[config.mk]
export PLATFORM = sky130hd
export DESIGN_NAME = simon_playback_sequencer_flat
export DESIGN_NICKNAME = d
export VERILOG_FILES = /design/src/rtl/simon_playback_sequencer_pkg.sv /design/src/rtl/simon_playback_sequencer_if.sv /design/src/rtl/simon_playback_sequencer_dwell_timer.sv /design/src/rtl/simon_playback_sequencer.sv /design/src/flat_wrapper.sv
export SDC_FILE = /design/constraint.sdc
export NUM_CORES = 1
export LEC_CHECK = 0
export BUFFER_PORTS_ARGS = -buffer_cell sky130_fd_sc_hd__buf_2
export CORE_MARGIN = 8
export CORE_UTILIZATION = 57
export CTS_BUF_LIST = sky130_fd_sc_hd__clkbuf_2
export DETAILED_ROUTE_END_ITERATION = 16
export PLACE_DENSITY_LB_ADDON = 0.08
export SLEW_MARGIN = 20
export SYNTH_ARGS = -nofsm -noshare
export SYNTH_HDL_FRONTEND = slang
export SYNTH_SLANG_ARGS = --single-unit
[constraint.sdc]
create_clock -name ph1 -period 2.4 [get_ports ph1]
set_input_delay 0.36 -clock ph1 [delete_from_list [all_inputs] [get_ports ph1]]
set_output_delay 0.36 -clock ph1 [all_outputs]
set_load 0.05 [all_outputs]
[src/rtl/simon_playback_sequencer_pkg.sv]
// Shared definitions for the Simon playback sequencer: lamp color codes and
// the playback state type.
package simon_pkg;

  localparam logic [1:0] COLOR_RED    = 2'b00;
  localparam logic [1:0] COLOR_BLUE   = 2'b01;
  localparam logic [1:0] COLOR_GREEN  = 2'b10;
  localparam logic [1:0] COLOR_YELLOW = 2'b11;

  typedef enum logic [2:0] {
    ST_IDLE,
    ST_LOAD,
    ST_ON,
    ST_OFF,
    ST_FINISH
  } play_state_t;

endpackage

[src/rtl/simon_playback_sequencer_if.sv]
// Controller handshake, sequence-memory read port and lamp drives of the
// playback sequencer; the sequencer is the slave side.
interface simon_playback_sequencer_if #(
  parameter int ADDR_W = 7
);
  logic              start;
  logic              abort;
  logic [ADDR_W-1:0] seq_len;
  logic [1:0]        mem_data;
  logic [ADDR_W-1:0] rd_addr;
  logic              r_out;
  logic              b_out;
  logic              g_out;
  logic              y_out;
  logic              busy;
  logic              done;

  modport master (
    output start, abort, seq_len, mem_data,
    input  rd_addr, r_out, b_out, g_out, y_out, busy, done
  );

  modport slave (
    input  start, abort, seq_len, mem_data,
    output rd_addr, r_out, b_out, g_out, y_out, busy, done
  );
endinterface

[src/rtl/simon_playback_sequencer_dwell_timer.sv]
// Loadable down-counter with a zero flag; times both the lamp-on and the
// lamp-off dwell of the playback sequencer.
module simon_dwell_timer #(
  parameter int W = 3
) (
  input  logic         ph1,
  input  logic         reset,
  input  logic         load,
  input  logic [W-1:0] load_val,
  input  logic         dec,
  output logic         zero
);

  logic [W-1:0] cnt_q;

  always_ff @(posedge ph1 or negedge reset) begin
    if (!reset) begin
      cnt_q <= '0;
    end else if (load) begin
      cnt_q <= load_val;
    end else if (dec && (cnt_q != '0)) begin
      cnt_q <= cnt_q - W'(1);
    end
  end

  assign zero = (cnt_q == '0);

endmodule

[src/rtl/simon_playback_sequencer.sv]
// Plays the stored Simon color sequence on the four lamps with fixed on/off
// dwell times, under a start/abort/done handshake from the game controller.
//
// state     | meaning
// ST_IDLE   | waiting for start
// ST_LOAD   | rd_addr = idx, memory data captured into color_q
// ST_ON     | lamp for color_q lit for ON_CYCLES cycles
// ST_OFF    | all lamps dark for OFF_CYCLES cycles
// ST_FINISH | done pulse, back to idle next cycle
module simon_playback_sequencer
  import simon_pkg::*;
#(
  parameter int ADDR_W     = 7,
  parameter int ON_CYCLES  = 4,
  parameter int OFF_CYCLES = 2
) (
  input logic                        ph1,
  input logic                        reset,
  simon_playback_sequencer_if.slave  bus
);

  if (ON_CYCLES < 1) begin : g_bad_on
    $error("ON_CYCLES must be at least 1");
  end
  if (OFF_CYCLES < 1) begin : g_bad_off
    $error("OFF_CYCLES must be at least 1");
  end

  localparam int DWELL_MAX = (ON_CYCLES > OFF_CYCLES) ? ON_CYCLES : OFF_CYCLES;
  localparam int TW        = $clog2(DWELL_MAX + 1);

  play_state_t       state_q;
  logic [ADDR_W-1:0] idx_q;
  logic [ADDR_W-1:0] len_q;
  logic [1:0]        color_q;
  logic              busy_q;
  logic              done_q;

  logic              tmr_load;
  logic [TW-1:0]     tmr_val;
  logic              tmr_dec;
  logic              tmr_zero;

  // Timer is steered purely by the current state; an abort leaves it alone
  // since every later entry reloads it before use.
  always_comb begin
    tmr_load = 1'b0;
    tmr_val  = '0;
    tmr_dec  = 1'b0;
    if (!bus.abort) begin
      case (state_q)
        ST_LOAD: begin
          tmr_load = 1'b1;
          tmr_val  = TW'(ON_CYCLES - 1);
        end
        ST_ON: begin
          if (tmr_zero) begin
            tmr_load = 1'b1;
            tmr_val  = TW'(OFF_CYCLES - 1);
          end else begin
            tmr_dec = 1'b1;
          end
        end
        ST_OFF:  tmr_dec = 1'b1;
        default: ;
      endcase
    end
  end

  simon_dwell_timer #(
    .W (TW)
  ) u_dwell_timer (
    .ph1      (ph1),
    .reset    (reset),
    .load     (tmr_load),
    .load_val (tmr_val),
    .dec      (tmr_dec),
    .zero     (tmr_zero)
  );

  always_ff @(posedge ph1 or negedge reset) begin
    if (!reset) begin
      state_q <= ST_IDLE;
      idx_q   <= '0;
      len_q   <= '0;
      color_q <= COLOR_RED;
      busy_q  <= 1'b0;
      done_q  <= 1'b0;
    end else begin
      done_q <= 1'b0;
      if ((state_q != ST_IDLE) && bus.abort) begin
        state_q <= ST_IDLE;
        idx_q   <= '0;
        busy_q  <= 1'b0;
      end else begin
        case (state_q)
          ST_IDLE: begin
            if (bus.start) begin
              busy_q <= 1'b1;
              idx_q  <= '0;
              if (bus.seq_len != '0) begin
                len_q   <= bus.seq_len;
                state_q <= ST_LOAD;
              end else begin
                done_q  <= 1'b1;
                state_q <= ST_FINISH;
              end
            end
          end
          ST_LOAD: begin
            color_q <= bus.mem_data;
            state_q <= ST_ON;
          end
          ST_ON: begin
            if (tmr_zero) begin
              state_q <= ST_OFF;
            end
          end
          ST_OFF: begin
            if (tmr_zero) begin
              // len_q is at least 1 here, so the subtraction cannot wrap
              if (idx_q == (len_q - ADDR_W'(1))) begin
                done_q  <= 1'b1;
                state_q <= ST_FINISH;
              end else begin
                idx_q   <= idx_q + ADDR_W'(1);
                state_q <= ST_LOAD;
              end
            end
          end
          ST_FINISH: begin
            busy_q  <= 1'b0;
            idx_q   <= '0;
            state_q <= ST_IDLE;
          end
          default: begin
            busy_q  <= 1'b0;
            idx_q   <= '0;
            state_q <= ST_IDLE;
          end
        endcase
      end
    end
  end

  logic lamp_on;
  assign lamp_on = (state_q == ST_ON);

  assign bus.r_out   = lamp_on && (color_q == COLOR_RED);
  assign bus.b_out   = lamp_on && (color_q == COLOR_BLUE);
  assign bus.g_out   = lamp_on && (color_q == COLOR_GREEN);
  assign bus.y_out   = lamp_on && (color_q == COLOR_YELLOW);
  assign bus.rd_addr = idx_q;
  assign bus.busy    = busy_q;
  assign bus.done    = done_q;

endmodule

[src/flat_wrapper.sv]
// flat-port wrapper written by rule: the top's interface ports become plain ports
module simon_playback_sequencer_flat import simon_pkg::*;
#(
  parameter int ADDR_W     = 7,
  parameter int ON_CYCLES  = 4,
  parameter int OFF_CYCLES = 2
)
  (ph1, reset, bus_start, bus_abort, bus_seq_len, bus_mem_data, bus_rd_addr, bus_r_out, bus_b_out, bus_g_out, bus_y_out, bus_busy, bus_done);
  simon_playback_sequencer_if #(.ADDR_W(ADDR_W)) bus_i ();
  input logic ph1;
  input logic reset;
  input wire logic [$bits(bus_i.start)-1:0] bus_start;
  input wire logic [$bits(bus_i.abort)-1:0] bus_abort;
  input wire logic [$bits(bus_i.seq_len)-1:0] bus_seq_len;
  input wire logic [$bits(bus_i.mem_data)-1:0] bus_mem_data;
  output wire logic [$bits(bus_i.rd_addr)-1:0] bus_rd_addr;
  output wire logic [$bits(bus_i.r_out)-1:0] bus_r_out;
  output wire logic [$bits(bus_i.b_out)-1:0] bus_b_out;
  output wire logic [$bits(bus_i.g_out)-1:0] bus_g_out;
  output wire logic [$bits(bus_i.y_out)-1:0] bus_y_out;
  output wire logic [$bits(bus_i.busy)-1:0] bus_busy;
  output wire logic [$bits(bus_i.done)-1:0] bus_done;
  assign bus_i.start = bus_start;
  assign bus_i.abort = bus_abort;
  assign bus_i.seq_len = bus_seq_len;
  assign bus_i.mem_data = bus_mem_data;
  assign bus_rd_addr = bus_i.rd_addr;
  assign bus_r_out = bus_i.r_out;
  assign bus_b_out = bus_i.b_out;
  assign bus_g_out = bus_i.g_out;
  assign bus_y_out = bus_i.y_out;
  assign bus_busy = bus_i.busy;
  assign bus_done = bus_i.done;
  simon_playback_sequencer #(.ADDR_W(ADDR_W), .ON_CYCLES(ON_CYCLES), .OFF_CYCLES(OFF_CYCLES)) u_core (.ph1(ph1), .reset(reset), .bus(bus_i));
endmodule
After elaboration in Yosys (flattened, before gate mapping) --
Cells that the tools add are included.
Operators by class: $add $sub $neg 3, equality and inequality tests 13, multiplexer cells 32, bitwise operators 1, reduce and logical (&&, ||, !) cells 20
Operators with widths (number):
- 7-bit two-way mux | 4
- 3-bit two-way mux | 9
- 7-bit case mux with 3 select lines | 1
- 1-bit two-way mux | 12
- 3-bit case mux with 4 select lines | 1
- 3-bit by 2-bit != test with 1-bit output (second input constant) | 3
- 1-bit case mux with 2 select lines | 4
- 4-bit AND reduction | 2
- 7-bit by 1-bit adder with 7-bit output (second input constant) | 1
- 7-bit == test | 1
- 7-bit nonzero test | 1
- 7-bit by 1-bit subtractor with 7-bit output (second input constant) | 1
- 3-bit by 2-bit == test with 1-bit output (second input constant) | 2
- 1-bit logical AND | 6
- 3-bit zero test | 2
- 3-bit case mux with 2 select lines | 1
- 3-bit nonzero test | 2
- 2-bit == test (second input constant) | 2
- 2-bit by 1-bit != test with 1-bit output (second input constant) | 2
- 2-bit AND reduction | 2
- 3-bit by 1-bit == test with 1-bit output (second input constant) | 1
- 3-bit by 1-bit != test with 1-bit output (second input constant) | 1
- 3-bit AND reduction | 1
- 3-bit OR reduction | 1
- 6 further kinds | 6
Word-level totals: bits in registers 24, input port bits 13

Logic depth before layout (Yosys ltp) --
word-level depth 7, depth in mapped cells 9, depth with buffers taken out 9

By module --
From an unflattened synthesis, not the netlist that was laid out.
Second synthesis, totals: cell total of the unflattened synthesis 169, area, all modules 1609.0 sq um
By module, submodules not included:
- simon_playback_sequencer | instances 1, cells an instance 150, area an instance 1401.3 sq um, sequential area each 525.5 sq um
- simon_dwell_timer | instances 1, cells an instance 19, area an instance 207.7 sq um, sequential area each 75.1 sq um

Least setup slack after synthesis --
No wires, ideal clock.
path type reg-to-output, from register u_core.state_q[2], to output port bus_b_out, arrival 2300 ps, slack -260 ps, cell stages (with the launch flop) 3, cell sequence dfrtp_1 > nand2b_1 > nor4b_1
Between the ends: longest elaborated chain between the ends 2
Ends and longest elaborated chain:
- start: declaration | line simon_playback_sequencer.sv:32 | play_state_t state_q;
- start signal: assignment | line simon_playback_sequencer.sv:83 | state_q <= ST_IDLE;
- start signal: assignment | line simon_playback_sequencer.sv:92 | state_q <= ST_IDLE;
- start signal: assignment | line simon_playback_sequencer.sv:103 | state_q <= ST_LOAD;
- 3-bit by 2-bit == test with 1-bit output | line simon_playback_sequencer.sv:147 | assign lamp_on = (state_q == ST_ON);
- 1-bit logical AND | line simon_playback_sequencer.sv:150 | assign bus.b_out = lamp_on && (color_q == COLOR_BLUE);
- end: declaration | line flat_wrapper.sv:18 | output wire logic [$bits(bus_i.b_out)-1:0] bus_b_out;
No other way between the ends.

Final worst setup path --
from register u_core.len_q[0], to register u_core.idx_q[5], in the netlist u_core.bus.rd_addr[5]
Between the ends: longest elaborated chain between the ends 4
Ends and longest elaborated chain:
- start: declaration | line simon_playback_sequencer.sv:34 | logic [ADDR_W-1:0] len_q;
- start signal: assignment | line simon_playback_sequencer.sv:102 | len_q <= bus.seq_len;
- 7-bit by 1-bit subtractor with 7-bit output | line simon_playback_sequencer.sv:122 | if (idx_q == (len_q - ADDR_W'(1))) begin
- 7-bit == test | line simon_playback_sequencer.sv:122
- 3-bit by 2-bit != test with 1-bit output (no source line)
- 4-bit AND reduction (no source line)
- end signal: assignment | line simon_playback_sequencer.sv:126 | idx_q <= idx_q + ADDR_W'(1);
- end: declaration | line simon_playback_sequencer.sv:33 | logic [ADDR_W-1:0] idx_q;
No other way between the ends. A chain may end at the register's enable or synchronous reset.

==> run metrics <==
met2 GRT Util=0.288; Detail Route Antenna Nets=0; Tcrit/Tclk final=0.927; HP Class=primary input to flip-flop; setup TNS=0 ps; Worst-Margin Slew=around 530 ps; outcome=finished clean; DP Wirelength=approximately 2.4 mm; unrepaired setup endpoints after global routing=false; Top Ports=26; Core Util, Final=0.681; DIE WIDTH=approximately 66 um; Post-CTS Setup Inserts=0; P_leak=0.771 nW; TritonCTS clock tree=yes; GRT Overall Usage=0.155; met3 usage=0.0220; pwr dens=roughly 1100 mW/mm^2; DRC Markers=0; PortBufs=25; drt pass-1 iters=4; Final min period=2230 ps; startpoint types=flip-flop; busiest grt layer=met2; layout cell share with drive strength beyond 1=0.263; worst setup path class=flip-flop to flip-flop; final WL=~3.2 mm; WL per Instance=15.4 um; Final Max Slew Viols=0; Tot Pwr=between 0.0015 and 0.002 W; syn avg cell area=around 9.5 um^2; VDD IR max=0.000623 V; core region area=about 0.0024 mm^2; Via density=between 5 and 6; Die ar.=approximately 0.0044 mm^2; Distinct cells, synth=36; H-Tree Depth=1; clk root buf=clkbuf_2; via count=1196; num rows=18; crit path max fanout=9; starting density of the core=0.591; die height=66.2 um; data required time of the critical path=roughly 2700 ps; initial antenna violation count=0; Worst-path clk slew=~230 ps; Post-CTS Resized=0; pin count of the biggest net entering global routing=25; post-synthesis cell count=approximately 150; grt ovf=0; Yosys warnings=0; detailed router's first-iteration violation count=slightly below 60; Num CTS Buffers=3; count of final setup violators=0; Peak Freq=449 MHz; #FFs+latches synth=24; final hold slack=approximately 230 ps; Area Overhead vs Synth=15.3%; clk sink count=24; Post-Syn Nets=168; Final #Nets=197; clock buffer depth=2; WP data arrival=2480 ps; Mapped Area=around 0.0014 mm^2; Slew headroom=0.647; clk_skew=~1.7 ps; Worst-Skew Late Latency=roughly 330 ps; first-pass GRT wire length=between 5 and 6 mm; Ant. Diodes=0; met1 Use GR=0.174; CP Capture Type=flip-flop; placed insts=between 200 and 250; Final Hold Vio Count=0; RePlAce Congestion=between 0.8 and 0.9; vias in the first global route=between 1000 and 1500; Seq/Total Area, Yosys=0.418; max-cap viol count=0; fin cells=209
## registers in the layout, indices dropped and copies added (netlist names)
| register | cells |
|---|---|
| u_core.u_dwell_timer.cnt_q | 3 |
| u_core.bus.busy | 1 |
| u_core.color_q | 2 |
| u_core.bus.rd_addr | 7 |
| u_core.state_q | 3 |
| u_core.bus.done | 1 |
| u_core.len_q | 7 |
## synthesized netlist by cell type, drive strengths merged
cell type  instances  area share
and2               2      0.0087
a21oi              9       0.039
dfrtp             24        0.42
nor4b              1      0.0061
inv                7       0.018
o32ai              3       0.018
or2                3       0.013
nand4              3       0.013
nor3               6       0.021
o22a               1      0.0061
mux2i              3       0.021
o21ai              5       0.017
a31o               2       0.012
xnor2             11       0.067
mux2               8       0.063
a31oi              1      0.0044
buf                2      0.0070
ha                 4       0.035
or4                1      0.0052
nand3              4       0.014
nor2b              1      0.0044
nor4               2       0.013
xor2               2       0.012
nand3b             2       0.010
nor2              18       0.049
o31ai              1      0.0087
a41o               1      0.0078
o211a              1      0.0070
a22oi              1      0.0052
nand2             12       0.031
nand2b             7       0.030
and3               3       0.013
## worst paths after layout
| check | start | endpoint | slack (ps) | cells past startpoint |
|---|---|---|---|---|
| worst max-delay path | u_core.len_q[0] | u_core.bus.rd_addr[5] | 170 | 9 |
| worst min-delay path | bus_mem_data[0] | u_core.color_q[0] | 230 | 2 |
| worst max register to register | u_core.len_q[0] | u_core.bus.rd_addr[5] | 170 | 9 |
| worst min register to register | u_core.u_dwell_timer.cnt_q[1] | u_core.u_dwell_timer.cnt_q[1] | 550 | 1 |
| max in group asynchronous | reset | u_core.state_q[0] | 1550 | 2 |
| min in group asynchronous | reset | u_core.len_q[3] | 500 | 2 |
## critical path: stages (launching register included)
cell	delay (ps)
dfrtp_1	440
inv_1	80
ha_1	260
nand2b_1	180
a21oi_1	180
o31ai_2	100
a41o_2	310
a21oi_4	270
a31oi_1	130
a31o_1	210
## layer usage
metal | share of wire | up-vias
met5 | 0 | -
met4 | 0.0090 | 0
met3 | 0.031 | 4
met2 | 0.53 | 20
met1 | 0.43 | 583
li1 | - | 589
## cell families (layout without fill, tap and decap cells)
family,count (synthesis),in the layout,share of synthesized area
buffers and inverters,9,37,0.0253
adders and majority gates,4,4,0.0348
and+or+nand+nor,65,65,0.233
DFF,24,24,0.418
xor gates and xnor gates,13,13,0.0793
AOI/OAI and AO/OA,25,25,0.126
muxes,11,11,0.0836
## metrics by stage
stage	worst slack, ps	instance area (um^2)
2_1_floorplan	412	1450
3_3_place_gp	334	1600
3_5_place_dp	237	1600
4_1_cts	200	1660
5_1_grt	53.6	1660
6_report	174	1660
## cell usage in the layout, fill, tap and decap left out, types with 2 or more instances in the layout
master | Yosys | routed
nor2_1 | 17 | 17
a31o_1 | 2 | 2
nor4_2 | 1 | 2
nor3_1 | 6 | 6
and3_1 | 3 | 3
xnor2_1 | 11 | 11
mux2_2 | 8 | 8
o21ai_0 | 4 | 4
and2_1 | 2 | 2
ha_1 | 4 | 4
o32ai_1 | 3 | 3
xor2_1 | 2 | 2
or2_2 | 3 | 3
buf_2 | 2 | 25
dfrtp_1 | 24 | 24
inv_1 | 7 | 7
a21oi_1 | 8 | 8
clkbuf_2 | 0 | 3
nand3_1 | 4 | 4
nand2b_1 | 7 | 7
nand3b_1 | 2 | 2
nand2_1 | 12 | 12
nand4_1 | 3 | 3
mux2i_1 | 3 | 3
## cell type report
cell class	instances	area [um^2]
inverters	7	26.3
clock buffers	3	15.0
fillers	194	776
flip-flops and latches	24	601
clock inverters	1	30.0
repair buffers	26	135
multi-input cells	118	812
well taps	30	37.5
## power breakdown
part | internal [W] | switching (W) | leakage, nW
combinational | 0.000370 | 0.000490 | 0.439
clock | 0.000144 | 0.000123 | 0.0266
sequential | 0.000531 | 0.000164 | 0.305
total | 0.00104 | 0.000777 | 0.771
## what timing repair did
action	in CTS	in global routing
hold endpoints to repair	24	0
hold buffers	1	0
endpoints found under the setup margin	0	0
Power figures use the tool's default switching activity.
